**src/rtl/rom_port_responder.sv**
```systemverilog
// ROM-side responder for the 4-bit multiplexed CPU bus: follows the 8-phase
// instruction cycle, returns instruction bytes on a chip-ID hit and serves a 4-bit I/O port.
module rom_port_responder #(
    parameter logic [3:0] CHIP_ID = 4'h0
) (
    input  logic       clock,
    input  logic       reset,
    input  logic       halt,
    input  logic       sync,
    input  logic [3:0] data_i,
    input  logic       rom_cmd,
    output logic [3:0] data_o,
    output logic       data_en,
    output logic [7:0] mem_addr,
    input  logic [7:0] mem_data,
    input  logic [3:0] io_in,
    output logic [3:0] io_out
);

    typedef enum logic [2:0] {
        PH_A1, PH_A2, PH_A3, PH_M1, PH_M2, PH_X1, PH_X2, PH_X3
    } phase_t;

    phase_t      r_phase;
    phase_t      w_phase_next;
    logic        r_synced;
    logic        w_synced_next;
    logic        r_chip_hit;
    logic        r_io_cmd;
    logic        r_selected;
    logic [7:0]  r_opcode;
    logic [7:0]  r_mem_addr;
    logic [3:0]  r_io_out;
    logic        w_wrr;
    logic        w_rdr;

    assign w_wrr = r_io_cmd && r_selected && (r_opcode == 8'hE2);
    assign w_rdr = r_io_cmd && r_selected && (r_opcode == 8'hEA);

    always_ff @(posedge clock) begin
        if (reset) begin
            r_phase  <= PH_A1;
            r_synced <= 1'b0;
        end else begin
            r_phase  <= w_phase_next;
            r_synced <= w_synced_next;
        end
    end

    // A sync in any phase restarts the cycle at A1; the current phase still completes.
    always_comb begin
        w_phase_next  = r_phase;
        w_synced_next = r_synced;
        if (!halt) begin
            if (sync) begin
                w_synced_next = 1'b1;
                w_phase_next  = PH_A1;
            end else if (r_synced) begin
                w_phase_next = phase_t'(r_phase + 3'd1);
            end
        end
    end

    always_ff @(posedge clock) begin
        if (reset) begin
            r_chip_hit <= 1'b0;
            r_io_cmd   <= 1'b0;
            r_selected <= 1'b0;
            r_opcode   <= 8'h00;
            r_mem_addr <= 8'h00;
            r_io_out   <= 4'h0;
        end else if (!halt && r_synced) begin
            case (r_phase)
                PH_A1: r_mem_addr[3:0] <= data_i;
                PH_A2: r_mem_addr[7:4] <= data_i;
                PH_A3: r_chip_hit      <= (data_i == CHIP_ID);
                PH_M1: r_opcode[7:4]   <= data_i;
                PH_M2: begin
                    r_opcode[3:0] <= data_i;
                    r_io_cmd      <= rom_cmd;
                end
                PH_X2: begin
                    if (rom_cmd && !r_io_cmd)
                        r_selected <= (data_i == CHIP_ID);
                    if (w_wrr)
                        r_io_out <= data_i;
                end
                default: ;
            endcase
        end
    end

    // Bus drive is decoded from the current phase so it appears with no added latency.
    always_comb begin
        data_en = 1'b0;
        data_o  = 4'h0;
        if (r_synced) begin
            case (r_phase)
                PH_M1: if (r_chip_hit) begin
                    data_en = 1'b1;
                    data_o  = mem_data[7:4];
                end
                PH_M2: if (r_chip_hit) begin
                    data_en = 1'b1;
                    data_o  = mem_data[3:0];
                end
                PH_X2: if (w_rdr) begin
                    data_en = 1'b1;
                    data_o  = io_in;
                end
                default: ;
            endcase
        end
    end

    assign mem_addr = r_mem_addr;
    assign io_out   = r_io_out;

endmodule

```
**config.mk**
```make
export PLATFORM = sky130hd
export DESIGN_NAME = rom_port_responder
export DESIGN_NICKNAME = d
export VERILOG_FILES = /design/src/rtl/rom_port_responder.sv
export SDC_FILE = /design/constraint.sdc
export NUM_CORES = 1
export LEC_CHECK = 0
export ABC_AREA = 1
export CELL_PAD_IN_SITES_DETAIL_PLACEMENT = 0
export CELL_PAD_IN_SITES_GLOBAL_PLACEMENT = 1
export CORE_ASPECT_RATIO = 1.2
export CORE_MARGIN = 8
export CORE_UTILIZATION = 35
export CTS_CLUSTER_SIZE = 12
export DETAILED_ROUTE_END_ITERATION = 8
export PLACE_DENSITY = 0.87
export SLEW_MARGIN = 20
export SYNTH_ARGS = -nofsm -noshare
export SYNTH_HDL_FRONTEND = slang
export SYNTH_SLANG_ARGS = --single-unit
```
**constraint.sdc**
```tcl
create_clock -name clock -period 3.38 [get_ports clock]
set_clock_uncertainty 0.2 [all_clocks]
set_input_delay 0.676 -clock clock [delete_from_list [all_inputs] [get_ports clock]]
set_output_delay 0.676 -clock clock [all_outputs]
set_load 0.02 [all_outputs]
```
==> reports/metrics.cfg, run 1 <==
[status]
status = complete, no violations

[drt]
routed_wl_um = 3420
wire_per_inst_um = 12.4
drt_pass1_iterations = 4
drt_iter0_markers = 43
drtAntennaViolNets = 0
viasPerCell = 4.75
route.detailed.drc = 0
vias = 1306

[timing]
fmax_mhz = 325
maxSlewViolCount = 0
hold_slack_ps = 269
setup_viol = 0
layout_setup_ws_ps = 299
worstMarginPinSlew_ps = 564
post-route-period-util = 0.911
final_hold_viol_count = 0
slew_headroom = 0.623
fin_crit_ps = 3080
tns_ps = 0
rsz0062_at_grt = false

[clocking]
cts_sinks = 27
cts-root-buf = clkbuf_8
cts_setup_buffers = 0
cts_made_buffers = 3
hold_buffers = 0
cts_tree = done
cts_resized = 0
clock_insertion_delay_worst_skew_ps = 270
cts.clk_slew.worst_paths_ps = 90
cts_buffer_depth = 2
h-tree-depth = 1

[min_path]
hold_path_class = reg -> reg
holdPathStages = 2
hold_end = r_opcode[7]
min_from = r_opcode[7]

[setup_path]
worst-setup-path-type = reg -> out
start_kind = flip-flop
ff2ff_path_depth = 5
r2r_setup_slack_ps = 1810
cp.required_ps = 2500
cp.arrival_ps = 2200
r2r-end = r_opcode[5]
critPathMaxFanout = 5
regToRegStartpoint = r_phase[1]
endpoint_kind = output pin

[cells_and_area]
final_area_um2 = 1800
fill_cells = 394
area_growth_pct = 35.4
utilization = 0.495
final_cells = 275
final_nets = 250
diodes = 0
layout-drive-gt1-share = 0.0717

[placement]
placedInstanceArea_um2 = 1750
place_congestion = 0.781
placedCellCount = 271
post-place-ws_ps = 409
numPortBuffers = 37
hpwl_um = 2630

[power]
cellInternalPower_mw = 0.438
p_total_mw = 0.571
p_sw_mw = 0.133
swShare = 0.233
pwr-share-clk = 0.314
power_frac_seq = 0.570
leakagePower_nw = 0.671
vdd_drop_max_mv = 0.213
power.density_nw_per_um2 = 317
p_comb_frac = 0.116

[global_route]
grt_usage = 0.114
grt-ovfl-total = 0
first_global_vias = 1219
antenna_found_initial = 0
grt_pass1_wl_um = 5500
grt_max_degree = 22

[synth]
yosys_warnings = 0
seq_area_frac_synth = 0.407
synthesis.area_um2 = 1330
syn-instance-count = 185
synth_area_per_cell_um2 = 7.18
synth_nets = 211
synth_cell_type_count = 19
ys_ff_latch = 27

[die]
row_count = 24
die_w_um = 72.2
start_util = 0.365
core_area_um2 = 3630
die_height_um = 83.5
ios = 38
dieArea_um2 = 6030

[run]
maxCapViolCount = 0

## cells by family (layout without fill, tap and decap cells)
kind of cell             count (synthesis)  count (layout)  synth area share
AO/OA/AOI/OAI                           45              45             0.172
adder cells (fa/ha/maj)                  5               5            0.0471
buffers and inverters                   23              61            0.0650
flip-flops                              27              27             0.407
AND/OR/NAND/NOR                         85              85             0.309
## cells in the mapped netlist
cell / number / area [µm²]
a21oi_1: 27 / 135
clkbuf_1: 3 / 11.3
dfxtp_1: 27 / 541
ha_1: 5 / 62.6
inv_1: 17 / 63.8
inv_2: 3 / 11.3
nand2_1: 43 / 161
nand2_4: 1 / 11.3
nand3_1: 8 / 40.0
nand3_2: 1 / 10.0
nand4_1: 6 / 37.5
nor2_1: 18 / 67.6
nor2_2: 2 / 12.5
nor2_4: 4 / 45.0
nor2_8: 1 / 20.0
nor3_1: 1 / 5.00
o211ai_1: 1 / 7.51
o21ai_0: 2 / 10.0
o21ai_1: 15 / 75.1
## how the worst max path moves through the flow
stage,startpoint,to,slack [ps],cells after the start
floorplan,r_phase[1],data_o[2],1130,7
global placement,mem_data[4],data_o[0],410,6
detailed placement,mem_data[4],data_o[0],410,6
CTS,r_phase[0],data_o[0],270,7
global route,r_phase[0],data_o[0],60,7
finish,r_phase[0],data_o[2],300,7
## final cells by class
| type | count | area [µm²] | area share |
|---|---|---|---|
| multi-input combinational | 135 | 701 | 0.390 |
| sequential | 27 | 541 | 0.301 |
| timing repair buffer | 37 | 370 | 0.206 |
| inverter | 20 | 75.1 | 0.0418 |
| tap | 52 | 65.1 | 0.0362 |
| clock buffer | 3 | 41.3 | 0.0230 |
| clock inverter | 1 | 5.00 | 0.00278 |
## power groups by stage
stage          Sequential, mW  Combinational, mW  Clock, mW
2_1_floorplan           0.336             0.0242          0
3_3_place_gp            0.333             0.0667          0
3_5_place_dp            0.333             0.0667          0
4_1_cts                 0.325             0.0671      0.188
5_1_grt                 0.326             0.0718      0.198
6_report                0.325             0.0663      0.179
## sequential cells by signal, summed over array words and instances (netlist names)
name        flops
r_io_cmd        1
io_out          4
r_selected      1
r_synced        1
mem_addr        8
r_chip_hit      1
r_phase         3
r_opcode        8
## per-layer routing
layer | vias to the layer above | GRT usage | part of all wire
met5 | - | 0 | 0
met4 | 0 | 0.0503 | 0.0091
met3 | 2 | 0.0192 | 0.044
met2 | 21 | 0.202 | 0.52
met1 | 600 | 0.127 | 0.42
li1 | 683 | - | -
## critical path, stage by stage, from the launching register on
cell and delay, ps:
dfxtp_1 340, inv_1 110, ha_1 180, nand2_1 100, nor2_1 280, nand4_1 150, a21oi_1 150, clkdlybuf4s50_1 620
## cells in the final DEF (no fill, tap or decap)
master | netlist | final
nor2_4 | 4 | 4
clkdlybuf4s50_1 | 0 | 37
dfxtp_1 | 27 | 27
nand3_1 | 8 | 8
nor3_1 | 1 | 1
nand4_1 | 6 | 6
inv_2 | 3 | 3
o21ai_0 | 2 | 2
ha_1 | 5 | 5
clkinv_2 | 0 | 1
o211ai_1 | 1 | 1
nor2_8 | 1 | 1
inv_1 | 17 | 17
o21ai_1 | 15 | 15
nand2_1 | 43 | 43
a21oi_1 | 27 | 27
clkbuf_8 | 0 | 3
nor2_2 | 2 | 2
nand2_4 | 1 | 1
nand3_2 | 1 | 1
nor2_1 | 18 | 18
Power figures use the tool's default switching activity.
==> run 2: changes to the inputs <==
- CORE_MARGIN: 8 -> 2
==> reports/metrics.cfg, run 2 (synthesis results as in run 1) <==
[setup_path]
worstPathCellList = inv_1 -> ha_1 -> nand2_1 -> nor2_1 -> nand4_1 -> a21oi_1 -> clkdlybuf4s50_1
worst-setup-path-type = reg -> out
cp.required_ps = 2500
r2r_setup_slack_ps = 1780
regToRegStartpoint = r_phase[1]
crit_slowest_cell = clkdlybuf4s50_1
ff2ff_path_depth = 5
r2r-end = r_opcode[4]
cp.arrival_ps = 2230
start_kind = flip-flop
critPathMaxFanout = 5
endpoint_kind = output pin
cpPeakStageDelay_ps = 620

[cells_and_area]
multi_input_area_um2 = 701
layout-drive-gt1-share = 0.0717
area_growth_pct = 35.4
final_cell_mix = nand2_1, clkdlybuf4s50_1, a21oi_1, dfxtp_1, nor2_1
final_nets = 250
final_cells = 275
final_area_um2 = 1800
diodes = 0
regArea_um2 = 541
fill_cells = 377
final_common_cell = nand2_1
utilization = 0.495

[drt]
wire_per_inst_um = 12.0
routed_wl_um = 3290
drt_pass1_iterations = 4
route.detailed.drc = 0
vias = 1315
drt_iter0_markers = 32
drtAntennaViolNets = 0
viasPerCell = 4.78

[timing]
setup_viol = 0
fmax_mhz = 322
hold_slack_ps = 267
post-route-period-util = 0.919
final_hold_viol_count = 0
worstMarginPinSlew_ps = 577
rsz0062_at_grt = false
maxSlewViolCount = 0
fin_crit_ps = 3110
tns_ps = 0
slew_headroom = 0.615

[min_path]
holdPathStages = 2
min_from = r_opcode[6]
hold_end = r_opcode[6]
hold_path_class = reg -> reg

[clocking]
cts.clk_slew.worst_paths_ps = 100
cts_tree = done
cts_setup_buffers = 0
hold_buffers = 0
cts-root-buf = clkbuf_8
cts_resized = 0
cts_sinks = 27
clock_insertion_delay_worst_skew_ps = 280
h-tree-depth = 1
cts_buffer_depth = 2
cts_made_buffers = 3

[die]
die_height_um = 71.5
die_w_um = 60.2
row_count = 24
ios = 38
core_area_um2 = 3630
start_util = 0.365
dieArea_um2 = 4300

[power]
leakagePower_nw = 0.671
power.density_nw_per_um2 = 324
vdd_drop_max_mv = 0.230

[placement]
hpwl_um = 2470
placedCellCount = 271
place_congestion = 0.782
placedInstanceArea_um2 = 1750
numPortBuffers = 37

[run]
maxCapViolCount = 0

[global_route]
grt-ovfl-total = 0
grt_usage = 0.159
antenna_found_initial = 0
grt_pass1_wl_um = 5230
first_global_vias = 1222
grt_max_degree = 22

[status]
status = complete, no violations

-- run 2: how the worst max path moves through the flow --
stage	start	cells past startpoint	to	slack (ps)
2_1_floorplan	r_phase[1]	7	data_o[2]	1130
3_3_place_gp	mem_data[3]	6	data_o[3]	440
3_5_place_dp	mem_data[4]	6	data_o[0]	430
4_1_cts	r_phase[0]	7	data_o[1]	270
5_1_grt	r_phase[0]	7	data_o[3]	110
6_report	r_phase[0]	7	data_o[1]	270
-- run 2: worst max-delay path: cells and delay by family, from the launching register on --
kind,cells,cell delay (ps)
adder cells (fa/ha/maj),1,180
buffers and inverters,2,750
flip-flops,1,340
AO/OA/AOI/OAI,1,160
AND/OR/NAND/NOR,3,520
-- run 2: cell type report --
| cell class | count | share of cell area |
|---|---|---|
| well taps | 52 | 0.0362 |
| clock buffers | 3 | 0.0230 |
| flip-flops and latches | 27 | 0.301 |
| inverters | 20 | 0.0418 |
| clock inverters | 1 | 0.00278 |
| multi-input cells | 135 | 0.390 |
| repair buffers | 37 | 0.206 |
-- run 2: stage by stage --
stage          worst slack [ps]  power [mW]
2_1_floorplan              1130       0.360
3_3_place_gp                444       0.399
3_5_place_dp                434       0.400
4_1_cts                     268       0.588
5_1_grt                     115       0.610
6_report                    275       0.582
-- run 2: power breakdown --
part / internal [mW] / switching [mW]
registers: 0.322 / 0.00295
clock network: 0.0829 / 0.107
logic: 0.0332 / 0.0335
-- run 2: routing by layer --
metal	global-route usage	share of wire	vias to the layer above
met5	0	0	-
met1	0.202	0.46	602
li1	-	-	685
met4	0.0617	0.015	0
met3	0.0271	0.038	5
met2	0.264	0.49	23
==> run 3: changes to the inputs <==
==> constraint.sdc (replaced) <==
create_clock -name clock -period 3.38 [get_ports clock]
set_clock_uncertainty 0.2 [all_clocks]
set_input_delay 0.507 -clock clock [delete_from_list [all_inputs] [get_ports clock]]
set_output_delay 0.507 -clock clock [all_outputs]
set_load 0.02 [all_outputs]
==> reports/metrics.cfg, run 3 (synthesis results as in run 1) <==
[clocking]
cts_sinks = 27
cts_buffer_depth = 2
clock_insertion_delay_worst_skew_ps = 280
h-tree-depth = 1
cts-root-buf = clkbuf_8
cts_setup_buffers = 0
cts_resized = 0
cts_made_buffers = 3
cts_tree = done
cts.clk_slew.worst_paths_ps = 90
hold_buffers = 0

[die]
start_util = 0.365
die_height_um = 71.5
dieArea_um2 = 4300
die_w_um = 60.2
core_area_um2 = 3630
ios = 38
row_count = 24

[global_route]
grt_max_degree = 22
first_global_vias = 1212
grt-ovfl-total = 0
grt_pass1_wl_um = 5350
antenna_found_initial = 0
grt_usage = 0.161

[min_path]
min_from = r_opcode[7]
holdPathStages = 2
hold_path_class = reg -> reg
hold_end = r_opcode[7]

[setup_path]
worst-setup-path-type = reg -> out
r2r_setup_slack_ps = 1760
r2r-end = r_opcode[4]
ff2ff_path_depth = 5
cp.arrival_ps = 2220
critPathMaxFanout = 5
start_kind = flip-flop
regToRegStartpoint = r_phase[1]
cp.required_ps = 2670
endpoint_kind = output pin

[drt]
routed_wl_um = 3260
drtAntennaViolNets = 0
drt_pass1_iterations = 4
wire_per_inst_um = 11.8
vias = 1306
viasPerCell = 4.75
route.detailed.drc = 0
drt_iter0_markers = 42

[cells_and_area]
layout-drive-gt1-share = 0.0717
utilization = 0.495
diodes = 0
multi_input_area_um2 = 701
final_area_um2 = 1800
regArea_um2 = 541
area_growth_pct = 35.4
final_common_cell = nand2_1
fill_cells = 376
final_cell_mix = nand2_1, clkdlybuf4s50_1, a21oi_1, dfxtp_1, nor2_1
final_nets = 250

[timing]
maxSlewViolCount = 0
final_hold_viol_count = 0
slew_headroom = 0.606
tns_ps = 0
rsz0062_at_grt = false
hold_slack_ps = 273
worstMarginPinSlew_ps = 591
fmax_mhz = 341
fin_crit_ps = 2930
setup_viol = 0
post-route-period-util = 0.867

[power]
swShare = 0.242
vdd_drop_max_mv = 0.160
leakagePower_nw = 0.671
cellInternalPower_mw = 0.438
p_sw_mw = 0.140
pwr-share-clk = 0.322
p_comb_frac = 0.116
p_total_mw = 0.578
power.density_nw_per_um2 = 321
power_frac_seq = 0.563

[status]
status = complete, no violations

[placement]
placedInstanceArea_um2 = 1750
place_congestion = 0.785
hpwl_um = 2420
numPortBuffers = 37

[run]
maxCapViolCount = 0

## run 3: cell counts in the layout (fill, tap and decap cells not counted)
No cell type changed its count.
## run 3: stage by stage
stage	worst slack (ps)	cells
after floorplan	1300	185
final	451	275
after global placement	763	271
after CTS	439	275
after global routing	264	275
after detailed placement	761	271
## run 3: layout make-up
cell class              instances  area share
multi-input cells             135       0.390
clock buffers                   3      0.0230
inverters                      20      0.0418
flip-flops and latches         27       0.301
repair buffers                 37       0.206
well taps                      52      0.0362
clock inverters                 1     0.00278
## run 3: worst max path at each step
stage,startpoint,endpoint,cells past startpoint
after floorplan,r_phase[1],data_o[2],7
after global placement,mem_data[7],data_o[3],6
after detailed placement,mem_data[7],data_o[3],6
after CTS,r_phase[0],data_o[0],7
after global routing,r_phase[0],data_o[2],7
final,r_phase[0],data_o[0],7
## run 3: power groups by stage
stage / logic [mW] / clock network [mW] / registers (mW)
5_1_grt: 0.0726 / 0.206 / 0.326
2_1_floorplan: 0.0242 / 0 / 0.336
3_3_place_gp: 0.0663 / 0 / 0.333
3_5_place_dp: 0.0667 / 0 / 0.333
6_report: 0.0668 / 0.186 / 0.325
4_1_cts: 0.0670 / 0.193 / 0.325
## run 3: critical path, cell delays in order (launching register included)
cell and delay [ps]:
dfxtp_1 340, inv_1 120, ha_1 180, nand2_1 90
nor2_1 300, nand4_1 140, a21oi_1 150, clkdlybuf4s50_1 620
## run 3: per-layer routing
metal | track usage | routed length [µm] | vias up
met5 | 0 | 0 | -
met4 | 0.0593 | 49 | 0
met3 | 0.0235 | 160 | 5
met2 | 0.266 | 1580 | 34
met1 | 0.210 | 1470 | 585
li1 | - | - | 682
